[config.mk]
export PLATFORM = sky130hd
export DESIGN_NAME = tap_decoder
export DESIGN_NICKNAME = d
export VERILOG_FILES = /design/src/rtl/tap_decoder.sv
export SDC_FILE = /design/constraint.sdc
export NUM_CORES = 1
export LEC_CHECK = 0
export BUFFER_PORTS_ARGS = -buffer_cell sky130_fd_sc_hd__buf_2
export CAP_MARGIN = 25
export CELL_PAD_IN_SITES_DETAIL_PLACEMENT = 2
export CELL_PAD_IN_SITES_GLOBAL_PLACEMENT = 2
export CORE_MARGIN = 8
export CORE_UTILIZATION = 35
export DETAILED_ROUTE_END_ITERATION = 8
export HOLD_SLACK_MARGIN = 0.05
export PLACE_DENSITY_LB_ADDON = 0.1
export SLEW_MARGIN = 20
export SYNTH_ARGS = -nofsm -noshare
export SYNTH_HDL_FRONTEND = slang
export SYNTH_SLANG_ARGS = --single-unit
[constraint.sdc]
create_clock -name clk -period 2.2 [get_ports clk]
set_input_delay 0.33 -clock clk [delete_from_list [all_inputs] [get_ports clk]]
set_output_delay 0.33 -clock clk [all_outputs]
set_load 0.1 [all_outputs]
[src/rtl/tap_decoder.sv]
// Classifies single-cycle pulse strobes as single or double taps, with a
// post-double-tap lockout and wrapping 8-bit event counters.
module tap_decoder #(
  parameter int WINDOW = 8
) (
  input  logic       clk,
  input  logic       reset,
  input  logic       pulse,
  output logic       single_tap,
  output logic       double_tap,
  output logic       busy,
  output logic [7:0] n_single,
  output logic [7:0] n_double
);

  localparam logic [1:0] IDLE = 2'b00;
  localparam logic [1:0] WAIT = 2'b01;
  localparam logic [1:0] LOCK = 2'b10;
  localparam logic [7:0] WIN  = 8'(WINDOW);

  logic [1:0] state_q, state_d;
  logic [7:0] timer_q, timer_d;
  logic       single_q, single_d;
  logic       double_q, double_d;
  logic [7:0] n_single_q, n_single_d;
  logic [7:0] n_double_q, n_double_d;

  always_comb begin
    state_d    = state_q;
    timer_d    = timer_q;
    single_d   = 1'b0;
    double_d   = 1'b0;
    n_single_d = n_single_q;
    n_double_d = n_double_q;
    case (state_q)
      IDLE: begin
        if (pulse) begin
          state_d = WAIT;
          timer_d = 8'd1;
        end
      end
      WAIT: begin
        // A pulse on the closing edge of the window still wins as a double tap.
        if (pulse) begin
          double_d   = 1'b1;
          n_double_d = n_double_q + 8'd1;
          state_d    = LOCK;
          timer_d    = 8'd1;
        end else if (timer_q == WIN) begin
          single_d   = 1'b1;
          n_single_d = n_single_q + 8'd1;
          state_d    = IDLE;
        end else begin
          timer_d = timer_q + 8'd1;
        end
      end
      LOCK: begin
        if (timer_q == WIN) begin
          state_d = IDLE;
        end else begin
          timer_d = timer_q + 8'd1;
        end
      end
      default: state_d = IDLE;
    endcase
  end

  always_ff @(posedge clk or negedge reset) begin
    if (!reset) begin
      state_q    <= IDLE;
      timer_q    <= 8'd0;
      single_q   <= 1'b0;
      double_q   <= 1'b0;
      n_single_q <= 8'd0;
      n_double_q <= 8'd0;
    end else begin
      state_q    <= state_d;
      timer_q    <= timer_d;
      single_q   <= single_d;
      double_q   <= double_d;
      n_single_q <= n_single_d;
      n_double_q <= n_double_d;
    end
  end

  assign single_tap = single_q;
  assign double_tap = double_q;
  assign busy       = (state_q != IDLE);
  assign n_single   = n_single_q;
  assign n_double   = n_double_q;

endmodule

== After elaboration in Yosys (flattened, before gate mapping) ==
Index checks and enable logic that the tools add are counted.

* Register bits after elaboration: 28
* Input bits: 3
* Output and inout bits: 19

* Add/sub/neg operators: 3
* Eq/ne operators: 4
* Mux-type cells: 13
* Bitwise logic cells: 1
* Reductions and logical operators: 6

{| class="wikitable"
|+ Operators by type and width
! cell !! count
|-
| 8-bit by 1-bit adder with 8-bit output (second input constant) || 3
|-
| 8-bit two-way mux || 3
|-
| 8-bit one-hot mux with 3 select lines || 1
|-
| 8-bit by 4-bit equality test with 1-bit output (second input constant) || 1
|-
| 2-bit two-way mux || 3
|-
| 2-bit one-hot mux with 3 select lines || 1
|-
| 1-bit two-way mux || 5
|-
| 2-bit AND reduction || 2
|-
| 3-bit AND reduction || 1
|-
| 3-bit nonzero test || 1
|-
| 2-bit by 1-bit equality test with 1-bit output (second input constant) || 1
|-
| 2-bit equality test (second input constant) || 1
|-
| 2-bit zero test || 1
|-
| 2-bit != test (second input constant) || 1
|-
| 2-bit nonzero test || 1
|-
| 1-bit NOT || 1
|}

== Longest topological paths before layout ==
* Depth after elaboration: 4
* Mapped depth: 7
* Gate-level depth less buffers: 6

== Worst setup path after synthesis ==
No wires, ideal clock.

* Path type: reg-to-reg
* Start point: register timer_q[0]
* End point: register n_single_q[5] (netlist: n_single[5])
* Setup time: 0.162 ns
* Arrival time: 1.779 ns
* Required time: 2.038 ns
* Path slack: 0.260 ns
* Cell stages (with the launch flop): 7
* Path buffers: 0
* Clock period less this slack: 1.940 ns
* Cells stage by stage: dfrtp_1 > inv_1 > ha_1 > or4b_4 > or4_4 > nor2_1 > xor2_1

* Word-level cells in the longest chain between the ends: 2

{| class="wikitable"
|+ RTL lines
! what !! line !! RTL
|-
| from (decl) || 22 || <nowiki>logic [7:0] timer_q, timer_d;</nowiki>
|-
| from (signal assigned) || 78 || <nowiki>timer_q <= timer_d;</nowiki>
|-
| 8-bit by 4-bit equality test with 1-bit output || 49 || <nowiki>end else if (timer_q == WIN) begin</nowiki>
|-
| 3-bit AND reduction (no line) || n/a ||
|-
| to (signal assigned) || 81 || <nowiki>n_single_q <= n_single_d;</nowiki>
|-
| to (decl) || 25 || <nowiki>logic [7:0] n_single_q, n_single_d;</nowiki>
|}

Every way passes these cells.
A chain may end at the register's enable or synchronous reset.

== Worst setup path after layout ==
Ends and elaborated chain as after synthesis.

==> flow_summary.toml <==
[global_routing]
antenna_found_initial = 0
grt_max_degree = 29
grt_overflow = 0
grt_pass1_vias = 1279
grt.total_usage_pct = 12.4
grt_pass1_wl_um = 6350

[layout]
layout_common_cells = "dfrtp_1, buf_2, inv_1"
synthToLayoutAreaGrowth_pct = 15.2
drive_gt1_share_pct = 20.3
antenna_cells = 0
layout.nets = 170
final_common_cell = "dfrtp_1"

[drt]
wire_per_inst_um = 17.3
viasPerCell = 5.38
top_layer_used = "met4"
route.met2.wl_um = 1840
drtPass1Iterations = 4
wl_met1_um = 1570
antenna_left = 0
wirelength_um = 3600
route.met3.wl_um = 151
drcViolationCount = 0
drt_iter0_markers = 45
vias = 1119

[setup_path]
crit_chain = "inv_1 > ha_1 > or4b_4 > or4_4 > nor2_1 > xor2_1"
cp-end-kind = "register"
critPathBufInv = 1
worstPathArrival_ns = 2.31
crit_family = "simple AND/OR/NAND/NOR gates"
path_max_fanout = 5
r2r.worst_path.cells = 6
crit_slowest_cell = "or4_4"
max_stage_delay_ns = 0.55
worst-setup-path-type = "register to register"
worst_setup_path_start_kind = "register"
worstPathRequired_ns = 2.41
cp_num_cells = 6

[synth]
ys_seq_area_share_pct = 48.7
synth_ff_type = "dfrtp_1"
synth_cell_type_count = 35
syn_area_per_cell_sq_um = 10.6
synthArstFlopShare_pct = 100
synth_cells = 135
ys.warnings.count = 0
synth_area_leaders = "dfrtp_1, ha_1, xnor2_1, and3_1, xor2_1"
synth_area_sq_um = 1440
yosys.area.top_type = "dfrtp_1"
synth_nets = 146
synth_seq_cells = 28
synth_top_area_share_pct = 48.7
synth_enable_flop_cells = 0

[placed_design]
hpwl_um = 2700
routabilityCongestion = 0.741
portBuffers = 21

[sta]
hold_viol = 0
final_max_slew_viol_count = 0
finalSetupViolations = 0
slew_headroom_pct = 57.1
fin_crit_sh_pct = 95.5
fmax_mhz = 476
skew_ns = 0.00316
whs_ns = 0.0643
period_minus_slack_ns = 2.10
worstMarginPinSlew_ns = 0.644
finalSetupTns_ns = 0
rsz0062_at_grt = "no"

[clock_network]
cts.sinks = 28
cts_setup_buffers = 0
clk_pin_slew_ns = 0.10
cts_buffers = 3
root_buffer = "clkbuf_8"
clock_path_buffers = 2
cts_tree = "built"
post_cts_resized = 0
cts_max_level = 1
cts_hold_buf = 0
clk_latency_ns = 0.28

[die]
io-pin-count = 22
initial_core_util_pct = 36.2
rows = 23
die_w_um = 80.1
core_sq_um = 3970
die_area_sq_um = 6410
fp.dieH_um = 80.1

[min_path]
min_path_type = "input pin to async pin"

[pwr]
p_per_area_nw_per_um2 = 1260
ir_drop_v = 0.000672
power_w = 0.00208
p_leak_nw = 0.816

[status]
status = "completed"

[run]
drv_cap = 0
## logic make-up (layout without fill, tap and decap cells)
kind of cell	after synthesis	in the layout	share of synthesized area, %
adder cells (fa/ha/maj)	8	8	6.96
AO/OA/AOI/OAI	25	25	12.2
buffers and inverters	13	36	3.39
AND/OR/NAND/NOR	45	45	18.6
multiplexers	2	2	1.57
XOR/XNOR	14	14	8.53
flip-flops	28	28	48.7
## layout make-up
class	instances	area, sq um
Clock buffer	4	55.1
Fill cell	440	2310
Inverter	10	37.5
Multi-Input combinational cell	94	688
Sequential cell	28	701
Tap cell	50	62.6
Timing Repair Buffer	22	113
## state kept, by name, summed over array words and instances, names as in the netlist
register / cells
timer_q: 8
single_tap: 1
double_tap: 1
n_double: 8
n_single: 8
state_q: 2
## final timing paths
check | start | to | slack (ns)
worst max-delay path | timer_q[0]$_DFFE_PN0P_ | n_single[5]$_DFFE_PN0P_ | 0.1
worst min-delay path | reset | n_single[4]$_DFFE_PN0P_ | 0.06
worst max register to register | timer_q[0]$_DFFE_PN0P_ | n_single[5]$_DFFE_PN0P_ | 0.1
worst min register to register | n_double[7]$_DFFE_PN0P_ | n_double[7]$_DFFE_PN0P_ | 0.47
max in group asynchronous | reset | n_double[2]$_DFFE_PN0P_ | 1.72
min in group clk | pulse | double_tap$_DFF_PN0_ | 0.46
## power by group
| part | internal [W] | switching (W) | leakage, nW |
|---|---|---|---|
| clock | 0.000160 | 0.000167 | 0.0288 |
| sequential | 0.000604 | 0.0000961 | 0.377 |
| combinational | 0.000264 | 0.000789 | 0.410 |
| total | 0.00103 | 0.00105 | 0.816 |
## layer usage
metal  vias up  global-route usage [%]
li1        523                       -
met1       576                    14.7
met2        16                    21.4
met3         4                    2.68
met4         0                    4.36
met5         -                       0
## cell usage after synthesis (2+ instances only)
library cell  count
and3_1            7
xnor2_1           9
nand4_1           3
and2_1            2
nor2b_1           2
clkbuf_1          3
dfrtp_1          28
nand2b_1          4
a22o_1            2
ha_1              8
xor2_1            5
o21ai_0           6
nand3_1           7
o31ai_1           2
a31oi_1           3
nand2_1           7
o21ai_1           3
o2bb2ai_1         4
inv_1            10
mux2_2            2
nor2_1            4
## metrics by stage
stage	utilization [%]	std cells	setup WS, ns	instance area (sq um)
3_3_place_gp	40.3	204	0.220	1600
6_report	41.7	208	0.0986	1660
2_1_floorplan	-	135	0.260	1440
4_1_cts	41.7	208	0.0801	1660
5_1_grt	41.7	208	0.0165	1660
3_5_place_dp	40.3	204	0.137	1600
No activity file was read; power rests on OpenSTA's default activity.
